--- src/rtl/dict_cam_dual_pkg.sv ---
// Shared constants and types for the runtime-loadable compression dictionary.
// Default widths here; DEPTH is always derived from the key width.
package dict_pkg;
  localparam int KEY_WIDTH_DEF = 4;
  localparam int VAL_WIDTH_DEF = 8;
  localparam int DEPTH_DEF     = 2 ** KEY_WIDTH_DEF;

  typedef logic [KEY_WIDTH_DEF-1:0] dict_key_t;
  typedef logic [VAL_WIDTH_DEF-1:0] dict_val_t;
endpackage

--- src/rtl/dict_cam_dual_if.sv ---
// Write port plus the decompress and compress request/response channels.
// master = client side (writer/requester), slave = the dictionary.
interface dict_cam_dual_if
  import dict_pkg::*;
#(
  parameter int KEY_WIDTH = KEY_WIDTH_DEF,
  parameter int VAL_WIDTH = VAL_WIDTH_DEF
);
  logic                 wr_en;
  logic [KEY_WIDTH-1:0] wr_idx;
  logic [VAL_WIDTH-1:0] wr_val;
  logic                 clr;

  logic                 dec_req_valid;
  logic                 dec_req_ready;
  logic [KEY_WIDTH-1:0] dec_key;
  logic                 dec_rsp_valid;
  logic                 dec_rsp_ready;
  logic [VAL_WIDTH-1:0] dec_val;
  logic                 dec_hit;

  logic                 cmp_req_valid;
  logic                 cmp_req_ready;
  logic [VAL_WIDTH-1:0] cmp_val;
  logic                 cmp_rsp_valid;
  logic                 cmp_rsp_ready;
  logic [KEY_WIDTH-1:0] cmp_key;
  logic                 cmp_hit;

  modport master (
    output wr_en, wr_idx, wr_val, clr,
    output dec_req_valid, dec_key, dec_rsp_ready,
    output cmp_req_valid, cmp_val, cmp_rsp_ready,
    input  dec_req_ready, dec_rsp_valid, dec_val, dec_hit,
    input  cmp_req_ready, cmp_rsp_valid, cmp_key, cmp_hit
  );

  modport slave (
    input  wr_en, wr_idx, wr_val, clr,
    input  dec_req_valid, dec_key, dec_rsp_ready,
    input  cmp_req_valid, cmp_val, cmp_rsp_ready,
    output dec_req_ready, dec_rsp_valid, dec_val, dec_hit,
    output cmp_req_ready, cmp_rsp_valid, cmp_key, cmp_hit
  );
endinterface

--- src/rtl/dict_cam_dual_prio_enc.sv ---
// Match vector -> {any hit, lowest set index}; index is 0 when nothing matches.
module dict_prio_enc #(
  parameter int DEPTH = 16,
  parameter int IDX_W = 4
) (
  input  logic [DEPTH-1:0] match,
  output logic             hit,
  output logic [IDX_W-1:0] idx
);
  always_comb begin
    hit = |match;
    idx = '0;
    // Scan downward so the lowest matching index is the last one assigned.
    for (int i = DEPTH - 1; i >= 0; i--)
      if (match[i]) idx = IDX_W'(i);
  end
endmodule

--- src/rtl/dict_cam_dual.sv ---
// Dual-channel dictionary: key->value decompress and value->key compress,
// each with a one-deep stallable response register. Lookups read before write.
module dict_cam_dual
  import dict_pkg::*;
#(
  parameter int KEY_WIDTH = KEY_WIDTH_DEF,
  parameter int VAL_WIDTH = VAL_WIDTH_DEF
) (
  input  logic                 clk,
  input  logic                 reset,
  dict_cam_dual_if.slave       bus,
  output logic [KEY_WIDTH:0]   occupancy
);
  localparam int DEPTH = 2 ** KEY_WIDTH;

  logic [VAL_WIDTH-1:0] mem [DEPTH];
  logic [DEPTH-1:0]     vbits;
  logic [DEPTH-1:0]     match;
  logic                 enc_hit;
  logic [KEY_WIDTH-1:0] enc_idx;
  logic                 dec_acc, cmp_acc;

  assign bus.dec_req_ready = !bus.dec_rsp_valid || bus.dec_rsp_ready;
  assign bus.cmp_req_ready = !bus.cmp_rsp_valid || bus.cmp_rsp_ready;
  assign dec_acc = bus.dec_req_valid && bus.dec_req_ready;
  assign cmp_acc = bus.cmp_req_valid && bus.cmp_req_ready;

  for (genvar i = 0; i < DEPTH; i++) begin : g_match
    assign match[i] = vbits[i] && (mem[i] == bus.cmp_val);
  end

  dict_prio_enc #(.DEPTH(DEPTH), .IDX_W(KEY_WIDTH)) u_enc (
    .match (match),
    .hit   (enc_hit),
    .idx   (enc_idx)
  );

  // Value array carries no reset; only the valid bits define contents.
  always_ff @(posedge clk)
    if (!reset && bus.wr_en) mem[bus.wr_idx] <= bus.wr_val;

  always_ff @(posedge clk) begin
    if (reset) begin
      vbits     <= '0;
      occupancy <= '0;
    end else if (bus.clr) begin
      vbits <= '0;
      if (bus.wr_en) begin
        vbits[bus.wr_idx] <= 1'b1;
        occupancy         <= (KEY_WIDTH+1)'(1);
      end else begin
        occupancy <= '0;
      end
    end else if (bus.wr_en) begin
      vbits[bus.wr_idx] <= 1'b1;
      if (!vbits[bus.wr_idx]) occupancy <= occupancy + (KEY_WIDTH+1)'(1);
    end
  end

  always_ff @(posedge clk) begin
    if (reset) begin
      bus.dec_rsp_valid <= 1'b0;
      bus.dec_val       <= '0;
      bus.dec_hit       <= 1'b0;
    end else if (dec_acc) begin
      bus.dec_rsp_valid <= 1'b1;
      bus.dec_val       <= mem[bus.dec_key];
      bus.dec_hit       <= vbits[bus.dec_key];
    end else if (bus.dec_rsp_ready) begin
      bus.dec_rsp_valid <= 1'b0;
    end
  end

  always_ff @(posedge clk) begin
    if (reset) begin
      bus.cmp_rsp_valid <= 1'b0;
      bus.cmp_key       <= '0;
      bus.cmp_hit       <= 1'b0;
    end else if (cmp_acc) begin
      bus.cmp_rsp_valid <= 1'b1;
      bus.cmp_key       <= enc_idx;
      bus.cmp_hit       <= enc_hit;
    end else if (bus.cmp_rsp_ready) begin
      bus.cmp_rsp_valid <= 1'b0;
    end
  end
endmodule

--- src/flat_wrapper.sv ---
// flat-port wrapper written by rule: the top's interface ports become plain ports
module dict_cam_dual_flat import dict_pkg::*;
#(
  parameter int KEY_WIDTH = KEY_WIDTH_DEF,
  parameter int VAL_WIDTH = VAL_WIDTH_DEF
)
  (clk, reset, occupancy, bus_wr_en, bus_wr_idx, bus_wr_val, bus_clr, bus_dec_req_valid, bus_dec_key, bus_dec_rsp_ready, bus_cmp_req_valid, bus_cmp_val, bus_cmp_rsp_ready, bus_dec_req_ready, bus_dec_rsp_valid, bus_dec_val, bus_dec_hit, bus_cmp_req_ready, bus_cmp_rsp_valid, bus_cmp_key, bus_cmp_hit);
  dict_cam_dual_if #(.KEY_WIDTH(KEY_WIDTH), .VAL_WIDTH(VAL_WIDTH)) bus_i ();
  input  logic clk;
  input  logic reset;
  output logic [KEY_WIDTH:0] occupancy;
  input wire logic [$bits(bus_i.wr_en)-1:0] bus_wr_en;
  input wire logic [$bits(bus_i.wr_idx)-1:0] bus_wr_idx;
  input wire logic [$bits(bus_i.wr_val)-1:0] bus_wr_val;
  input wire logic [$bits(bus_i.clr)-1:0] bus_clr;
  input wire logic [$bits(bus_i.dec_req_valid)-1:0] bus_dec_req_valid;
  input wire logic [$bits(bus_i.dec_key)-1:0] bus_dec_key;
  input wire logic [$bits(bus_i.dec_rsp_ready)-1:0] bus_dec_rsp_ready;
  input wire logic [$bits(bus_i.cmp_req_valid)-1:0] bus_cmp_req_valid;
  input wire logic [$bits(bus_i.cmp_val)-1:0] bus_cmp_val;
  input wire logic [$bits(bus_i.cmp_rsp_ready)-1:0] bus_cmp_rsp_ready;
  output wire logic [$bits(bus_i.dec_req_ready)-1:0] bus_dec_req_ready;
  output wire logic [$bits(bus_i.dec_rsp_valid)-1:0] bus_dec_rsp_valid;
  output wire logic [$bits(bus_i.dec_val)-1:0] bus_dec_val;
  output wire logic [$bits(bus_i.dec_hit)-1:0] bus_dec_hit;
  output wire logic [$bits(bus_i.cmp_req_ready)-1:0] bus_cmp_req_ready;
  output wire logic [$bits(bus_i.cmp_rsp_valid)-1:0] bus_cmp_rsp_valid;
  output wire logic [$bits(bus_i.cmp_key)-1:0] bus_cmp_key;
  output wire logic [$bits(bus_i.cmp_hit)-1:0] bus_cmp_hit;
  assign bus_i.wr_en = bus_wr_en;
  assign bus_i.wr_idx = bus_wr_idx;
  assign bus_i.wr_val = bus_wr_val;
  assign bus_i.clr = bus_clr;
  assign bus_i.dec_req_valid = bus_dec_req_valid;
  assign bus_i.dec_key = bus_dec_key;
  assign bus_i.dec_rsp_ready = bus_dec_rsp_ready;
  assign bus_i.cmp_req_valid = bus_cmp_req_valid;
  assign bus_i.cmp_val = bus_cmp_val;
  assign bus_i.cmp_rsp_ready = bus_cmp_rsp_ready;
  assign bus_dec_req_ready = bus_i.dec_req_ready;
  assign bus_dec_rsp_valid = bus_i.dec_rsp_valid;
  assign bus_dec_val = bus_i.dec_val;
  assign bus_dec_hit = bus_i.dec_hit;
  assign bus_cmp_req_ready = bus_i.cmp_req_ready;
  assign bus_cmp_rsp_valid = bus_i.cmp_rsp_valid;
  assign bus_cmp_key = bus_i.cmp_key;
  assign bus_cmp_hit = bus_i.cmp_hit;
  dict_cam_dual #(.KEY_WIDTH(KEY_WIDTH), .VAL_WIDTH(VAL_WIDTH)) u_core (.clk(clk), .reset(reset), .bus(bus_i), .occupancy(occupancy));
endmodule
--- config.mk ---
export PLATFORM = sky130hd
export DESIGN_NAME = dict_cam_dual_flat
export DESIGN_NICKNAME = d
export VERILOG_FILES = /design/src/rtl/dict_cam_dual_pkg.sv /design/src/rtl/dict_cam_dual_if.sv /design/src/rtl/dict_cam_dual_prio_enc.sv /design/src/rtl/dict_cam_dual.sv /design/src/flat_wrapper.sv
export SDC_FILE = /design/constraint.sdc
export NUM_CORES = 1
export LEC_CHECK = 0
export ABC_AREA = 1
export BUFFER_PORTS_ARGS = -buffer_cell sky130_fd_sc_hd__buf_2
export CORE_MARGIN = 5
export CORE_UTILIZATION = 30
export CTS_CLUSTER_SIZE = 24
export DETAILED_ROUTE_END_ITERATION = 10
export SLEW_MARGIN = 20
export SYNTH_ARGS = -nofsm -noshare
export SYNTH_HDL_FRONTEND = slang
export SYNTH_SLANG_ARGS = --single-unit
--- constraint.sdc ---
create_clock -name clk -period 2.46 [get_ports clk]
set_clock_uncertainty 0.05 [all_clocks]
set_input_delay 0.492 -clock clk [delete_from_list [all_inputs] [get_ports clk]]
set_output_delay 0.492 -clock clk [all_outputs]
set_load 0.1 [all_outputs]
# Word level (Yosys, flattened, before mapping)
# Memories as Yosys holds them, arrays and structs flattened. A register that Yosys moved wholly into a read port is not among the register bits.
# Cells that the tools add are included.
dict set report totals {
  register_bits 29
  ram_bits 128
  word_cells 95
  mem_count 1
}
# name words word_bits rd rd_clocked_by_memory_dff write_ports line
set mem_list {}
lappend mem_list {u_core.mem 16 8 17 1 1 dict_cam_dual.sv:16} ;# logic [VAL_WIDTH-1:0] mem [DEPTH];
dict set report op_classes {
  n_addsub 1
  n_lt_le_gt_ge 3
  n_eq_ne 17
  muxes 35
  bitwise 1
  n_reduce_logical 30
}
# cell n
set ops {}
lappend ops {{8-bit equality test} 16}
lappend ops {{4-bit two-way mux} 16}
lappend ops {{16-bit two-way mux} 3}
lappend ops {{1-bit logical AND} 20}
lappend ops {{16-bit bitwise OR} 1}
lappend ops {{16-bit OR reduction} 1}
lappend ops {{5-bit two-way mux} 3}
lappend ops {{4-bit by 5-bit less-than comparator with 1-bit output (second input constant)} 2}
lappend ops {{1-bit two-way mux} 10}
lappend ops {{1-bit binary-select mux with 4-bit select} 2}
lappend ops {{2-bit nonzero test} 3}
lappend ops {{5-bit by 1-bit adder with 5-bit output (second input constant)} 1}
lappend ops {{1-bit demux with 4-bit select} 1}
lappend ops {{4-bit by 1-bit >= comparator with 1-bit output (second input constant)} 1}
lappend ops {{1-bit logical NOT} 3}
lappend ops {{1-bit logical OR} 2}
lappend ops {{2-bit != test (second input constant)} 1}
lappend ops {{2-bit AND reduction} 1}

# Longest topological paths before layout
# Gate-level depths: netlist (run 1).
# An unclocked memory read counts as a cell.
dict set report logic_depth {
  depth_word 19
  ltp_mapped 24
  depth_no_buf 23
}

# Modules after synthesis
# Synthesis (run 1) repeated with hierarchy kept, for this count alone.
dict set report unflattened {
  hier_cells 936
  hier_area_um2 8660.8
}
# mod instances cells_each area_per_inst_um2
set modules_own_cells {}
lappend modules_own_cells {dict_cam_dual 1 887 8451.9}
lappend modules_own_cells {dict_prio_enc 1 49 209.0}

# Worst setup path before layout (run 1)
# No wires, ideal clock.
dict set report synth_path {
  path_kind {flip-flop to flip-flop}
  from {register u_core.bus.dec_rsp_valid}
  to {register u_core.bus.dec_rsp_valid}
  setup_ps 155
  arrival_ps 2621
  slack_ps -367
  path_stages_with_launch 5
  path_buffers 1
  period_less_slack_ps 2827
  cell_sequence {dfxtp_1 nand2_1 nand2_1 clkbuf_1 a21oi_1}
}
dict set report synth_via {
  elab_chain_cells 4
  elab_cells_between_ends 5
}
# item line
set synth_lines {}
lappend synth_lines {{start, declared} dict_cam_dual_if.sv:42} ;# output dec_req_ready, dec_rsp_valid, dec_val, dec_hit,
lappend synth_lines {{start signal, assigned} dict_cam_dual.sv:62} ;# bus.dec_rsp_valid <= 1'b0;
lappend synth_lines {{start signal, assigned} dict_cam_dual.sv:66} ;# bus.dec_rsp_valid <= 1'b1;
lappend synth_lines {{start signal, assigned} dict_cam_dual.sv:70} ;# bus.dec_rsp_valid <= 1'b0;
lappend synth_lines {{1-bit logical NOT *} dict_cam_dual.sv:23} ;# assign bus.dec_req_ready = !bus.dec_rsp_valid || bus.dec_rsp_ready;
lappend synth_lines {{1-bit logical OR *} dict_cam_dual.sv:23}
lappend synth_lines {{named net bus_dec_req_ready} flat_wrapper.sv:22} ;# output wire logic [$bits(bus_i.dec_req_ready)-1:0] bus_dec_req_ready;
lappend synth_lines {{1-bit logical AND *} dict_cam_dual.sv:25} ;# assign dec_acc = bus.dec_req_valid && bus.dec_req_ready;
lappend synth_lines {{1-bit two-way mux or 2-bit nonzero test (tied branches)} --}
# The timed path passes the listed nets; every way through them passes the cells marked *.
# A chain may end at the register's enable or synchronous reset.

==> reports/qor.yml, run 1 <==
diodes: 0
vias: 7629
initial_core_util: 0.303
routed.top_layer: "met4"
cts_buffer_depth: 2
cts_resized: 0
synth-seq-area-share: 0.528
switching_share: 0.262
fillCellCount: 2883
max_slew_margin: 0.522
ant_nets: 0
cts_tree: "built"
synthDistinctLibCells: 52
met1_length_um: 13200
rsz0062_at_grt: "no"
async_reset_ff_frac: 0
totalNegativeSetupSlack_ns: 0
utilization: 0.359
maxCapViolations: 0
seq_area_um2: 4580
drv_slew: 0
min_period_over_period: 0.845
htreeDepth: 4
setup_viol: 0
antenna_found_initial: 0
worstSetupPathType: "reg -> reg"
die_y_um: 180
holdCritPathClass: "in -> reg"
fin_crit_ns: 2.08
required_ns: 2.76
power_per_cell_area_nw_per_um2: 655
ctsRootBufferMaster: "clkbuf_16"
clock_latency_ns: 0.44
multiInputGateArea_um2: 3340
synth_top_flop_cell: "edfxtp_1"
r2r-start: "u_core.mem[11][6]"
grt_overflow: 0
ir_worst_vdd_uv: 390
gp_congestion: 0.925
ys_ff_latch: 165
synthesis.area_um2: 8690
dr.pass1.iters: 5
comb_power_share: 0.120
dieArea_um2: 32500
cts_num_sinks: 165
coreArea_um2: 28600
drive_gt1_frac: 0.156
via_per_inst: 5.24
wl_met3_um: 2490
io_pins: 55
grt_pass1_wl_um: 44100
wire_per_inst_um: 20.1
p_seq_frac: 0.458
final-hold-violation-count: 0
p_clk_frac: 0.422
io_buffers: 54
clk_pin_slew_worst_paths_ns: 0.07
synth_enable_flop_cells: 128
yosysWarnings: 0
internal_power_mw: 4.96
cts_hold_buf: 0
cp.arrival_ns: 2.38
syn_area_per_cell_um2: 8.86
track_usage: 0.176
critPathLaunch: "u_core.mem[11][6]"
nets: 1091
dieWidth_um: 180
outcome: "finished clean"
met2_length_um: 12800
path_max_fanout: 2
area_growth_pct: 18.2
holdWs_ns: 0.295
critPathCaptureType: "register"
cts_setup_buffers: 0
worstHoldStart: "bus_cmp_rsp_ready"
grt_max_degree: 58
p_switching_mw: 1.76
dp_hpwl_um: 21400
leakage_nw: 4.03
tightest_slew_ns: 0.715
start_kind: "register"
rows: 62
synth_nets: 1013
fmax_ghz: 0.481
grt_pass1_vias: 7093
netlist_instances: 980
wl_um: 29300
numCtsBuffers: 17
drtIter0Drc: 879
drc: 0
[kinds of logic after synthesis]
logic type | count (synthesis) | share of synthesized area
XOR/XNOR | 37 | 0.0373
adder cells (fa/ha/maj) | 1 | 0.00144
buffers and inverters | 181 | 0.0884
multiplexers | 3 | 0.00360
AND/OR/NAND/NOR | 329 | 0.162
AO/OA/AOI/OAI | 264 | 0.180
flip-flops | 165 | 0.528
[path summary, 6_finish.rpt]
| kind | end | slack [ns] | cells past startpoint |
|---|---|---|---|
| hold / removal | u_core.bus.cmp_rsp_valid | 0.30 | 4 |
| setup / recovery | u_core.bus.cmp_key[1] | 0.38 | 10 |
| setup reg to reg | u_core.bus.cmp_key[1] | 0.38 | 10 |
| hold reg to reg | u_core.bus.cmp_key[3] | 0.41 | 2 |
[critical path, stage by stage, from the launching register on]
cell	delay, ns
edfxtp_1	0.41
xor2_1	0.16
a211oi_1	0.31
nand4_1	0.21
nand2_1	0.18
a31oi_1	0.11
nor2_1	0.13
nor2_1	0.05
nor2_1	0.10
o211ai_1	0.13
a21oi_1	0.14
[layout by cell type, fill, tap and decap left out, types with 4 or more instances in the layout]
cell type and n:
nand2_1 155, edfxtp_1 128, inv_1 121, o21ai_0 104, nor2_1 102, a21oi_1 58
buf_2 53, buf_4 48, dfxtp_1 37, o22ai_1 35, xor2_1 31, a211oi_1 21
nand3_1 20, clkbuf_16 17, nor3_1 11, nand4_1 11, inv_2 9, o32ai_1 8
a221oi_1 7, xnor2_1 6, buf_12 6, o221ai_1 5, o21ai_1 5, a2111oi_0 5
a22oi_1 4, nor3b_1 4, bufinv_16 4
[synthesized netlist by cell type (6+ instances only)]
master / instances / area, µm²
nor3_1: 11 / 55.1
o32ai_1: 8 / 70.1
edfxtp_1: 128 / 3840
nand4_1: 11 / 68.8
nor2_1: 102 / 383
xnor2_1: 6 / 52.6
o21ai_0: 104 / 521
clkbuf_1: 27 / 101
buf_6: 8 / 90.1
inv_1: 121 / 454
buf_2: 10 / 50.1
xor2_1: 31 / 272
a21oi_1: 58 / 290
a221oi_1: 7 / 61.3
a211oi_1: 21 / 158
nand3_1: 20 / 100
o22ai_1: 35 / 219
nand2_1: 157 / 589
dfxtp_1: 37 / 741
inv_2: 9 / 33.8
[per-layer routing]
layer / up-vias / GRT usage
met1: 3635 / 0.256
met3: 39 / 0.0347
met2: 406 / 0.264
met5: - / 0
met4: 0 / 0.0578
li1: 3549 / -
[per-stage QoR]
stage | power, mW | cell area (µm²) | setup WS, ns | instances
CTS | 6.75 | 10300 | 0.410 | 1455
detailed placement | 3.93 | 9650 | 0.0603 | 1423
floorplan | 3.64 | 8690 | 0.00464 | 980
global route | 6.94 | 10300 | 0.0846 | 1455
finish | 6.72 | 10300 | 0.382 | 1455
global placement | 3.93 | 9650 | 0.0546 | 1423
[power groups by stage]
stage               clock (mW)  sequential, mW  combinational [mW]
floorplan                    0            3.26               0.378
global placement             0            3.14               0.791
detailed placement           0            3.14               0.796
CTS                       2.87            3.08               0.798
global route              3.00            3.08               0.859
finish                    2.84            3.08               0.806
[final cells by class]
cell class	count	share of cell area
Clock buffer	19	0.0422
Clock inverter	13	0.0178
Inverter	133	0.0491
Multi-Input combinational cell	634	0.325
Sequential cell	165	0.446
Tap cell	384	0.0468
Timing Repair Buffer	107	0.0726
[flip-flops by register name, indices dropped and copies added (netlist names)]
signal	cells
u_core.vbits	16
u_core.bus.cmp_key	4
u_core.bus.dec_val	8
u_core.bus.dec_rsp_valid	1
u_core.bus.cmp_hit	1
u_core.bus.dec_hit	1
u_core.mem	128
u_core.bus.cmp_rsp_valid	1
u_core.occupancy	5
Note: power is estimated with default switching activity, not from simulation.
==> run 2: changes to the inputs <==
==> constraint.sdc (replaced) <==
create_clock -name clk -period 2.2 [get_ports clk]
set_clock_uncertainty 0.05 [all_clocks]
set_input_delay 0.44 -clock clk [delete_from_list [all_inputs] [get_ports clk]]
set_output_delay 0.44 -clock clk [all_outputs]
set_load 0.1 [all_outputs]
==> run 2 against run 1 <==
Effect of this change:
- clock-buffer cell count down 1
- first-iteration DRC count down 14%
- highest routed layer unchanged
- final cell count up 2.5%
- register-to-register slack worse by 0.20 ns
- routed wire length down 2.2%
- critical path depth up 4
- sequential power up 12%
- sequential share of layout area down 1.7 points
- global-route usage down 0.43 points
- power up 12%
==> reports/qor.yml, run 2 (same netlist as run 1, synthesis figures left out) <==
vias: 7629  # unchanged
clock_latency_ns: 0.44  # about the same
drv_slew: 0  # unchanged
antenna_found_initial: 1  # +1
cts_num_sinks: 165  # unchanged
holdCritPathClass: "in -> reg"
ir_worst_vdd_uv: 503  # +29%
dieArea_um2: 32500  # unchanged
regMostFlops: "u_core.mem"
layout_commonest_cell: "nand2_1"
grt_pass1_wl_um: 43000  # -2.5%
cts_tree: "built"
rsz0062_at_grt: "no"
fmax_ghz: 0.497  # +3.2%
htreeDepth: 4  # unchanged
critPathCaptureType: "register"
cts_hold_buf: 0  # unchanged
max_slew_margin: 0.561  # +0.0385
leakage_nw: 4.24  # +5.2%
grt_max_degree: 49  # -16%
total_power_mw: 7.55  # +12%
ctsRootBufferMaster: "clkbuf_16"
grt_pass1_vias: 7207  # +1.6%
top_regs: "u_core.mem x128, u_core.vbits x16, u_core.bus.dec_val x8"
drive_gt1_frac: 0.197  # +0.0408
maxCapViolations: 0  # unchanged
clk_pin_slew_worst_paths_ns: 0.06  # about the same
rr_endpoint: "u_core.bus.cmp_key[0]"
mostFrequentLayoutCells: "154 x nand2_1, 128 x edfxtp_1, 120 x inv_1"
coreArea_um2: 28600  # unchanged
crit_end: "u_core.bus.cmp_key[0]"
ant_nets: 0  # unchanged
finalInstanceArea_um2: 10700  # +3.9%
dp_hpwl_um: 21000  # -1.8%
critPathLaunch: "u_core.mem[9][1]"
setup_viol: 0  # unchanged
track_usage: 0.172  # -0.00429
drc: 0  # unchanged
worstSetupPathType: "reg -> reg"
drtIter0Drc: 759  # -14%
io_buffers: 54  # unchanged
power_per_cell_area_nw_per_um2: 707  # +8.0%
largest_reg_flops: 128  # unchanged
r2r_cells: 14  # +4
dp_cells: 1457  # +2.4%
utilization: 0.373  # +0.0142
dpl_cell_area_um2: 9990  # +3.4%
wire_per_inst_um: 19.2  # -4.6%
wl_um: 28600  # -2.2%
gp_congestion: 0.956  # +3.3%
start_kind: "register"
fin_crit_ns: 2.01  # -0.0648 ns
fillCellCount: 2849  # -1.2%
r2r-start: "u_core.mem[9][1]"
cp.arrival_ns: 2.34  # -0.04 ns
outcome: "finished clean"
via_per_inst: 5.11  # -2.5%
required_ns: 2.52  # -0.24 ns
numCtsBuffers: 17  # unchanged
dieWidth_um: 180  # unchanged
nets: 1128  # +3.4%
fin_cells: 1492  # +2.5%
grt_overflow: 0  # unchanged
diodes: 0  # unchanged
io_pins: 55  # unchanged
die_y_um: 180  # unchanged
area_growth_pct: 22.9
reg2reg_setup_slack_ns: 0.19  # -0.20 ns
rows: 62  # unchanged
tightest_slew_ns: 0.657  # -0.0581 ns
cts_buffer_depth: 2  # unchanged
initial_core_util: 0.303  # unchanged
min_period_over_period: 0.915  # +0.0704
final-hold-violation-count: 0  # unchanged
path_max_fanout: 2  # unchanged
dr.pass1.iters: 6  # +1
[run 2: critical path, cell delays in order (launching register included)]
cell	delay [ns]
edfxtp_1	0.42
xor2_1	0.17
nor4_2	0.33
nand3_1	0.21
nand2_1	0.12
nand2_1	0.08
nand2_1	0.07
nand2_1	0.05
nand2_1	0.05
nand2_1	0.06
nand2_1	0.06
nand2_1	0.06
nand2_1	0.05
nand2_1	0.06
a21oi_2	0.10
[run 2: timing repair]
action	CTS	global route
hold endpoints to repair	0	0
setup endpoints to repair	0	3
buffers inserted	0	3
resized for setup	0	13
[run 2: power breakdown]
group	internal [mW]	leakage, nW	switching, mW	total [mW]
Combinational	0.294	2.50	0.669	0.963
Sequential	3.41	1.46	0.0330	3.44
Clock	1.89	0.287	1.26	3.15
[run 2: worst min path at each step]
stage,from,end,slack (ns),cells past startpoint
2_1_floorplan,u_core.vbits[9],u_core.vbits[9],0.42,2
3_3_place_gp,u_core.bus.cmp_key[3],u_core.bus.cmp_key[3],0.41,2
3_5_place_dp,u_core.bus.cmp_key[3],u_core.bus.cmp_key[3],0.41,2
4_1_cts,bus_dec_rsp_ready,u_core.bus.dec_rsp_valid,0.22,4
5_1_grt,bus_dec_rsp_ready,u_core.bus.dec_rsp_valid,0.24,4
6_report,bus_dec_rsp_ready,u_core.bus.dec_rsp_valid,0.22,4
[run 2: layout make-up]
class                   instances  area [µm²]  area share
clock inverters                14         185      0.0173
repair buffers                144        1100       0.103
well taps                     384         480      0.0450
flip-flops and latches        165        4590       0.430
clock buffers                  18         429      0.0402
inverters                     133         504      0.0472
multi-input cells             634        3390       0.318
[run 2: metrics by stage]
step	hold slack, ns	TNS, ns	setup slack, ns
3_3_place_gp	0.411	-0.258	-0.129
2_1_floorplan	0.425	0	0.179
3_5_place_dp	0.413	-0.393	-0.156
5_1_grt	0.242	0	0.00325
4_1_cts	0.215	0	0.0410
6_report	0.221	0	0.187
[run 2: routing by layer]
metal  part of all wire  global-route usage  vias up  routed length, µm
li1                   -                   -     3606                  -
met1               0.43               0.240     3552              12300
met3               0.10              0.0418       54               2990
met4              0.030              0.0681        0                862
met5                  0                   0        -                  0
met2               0.44               0.257      417              12500
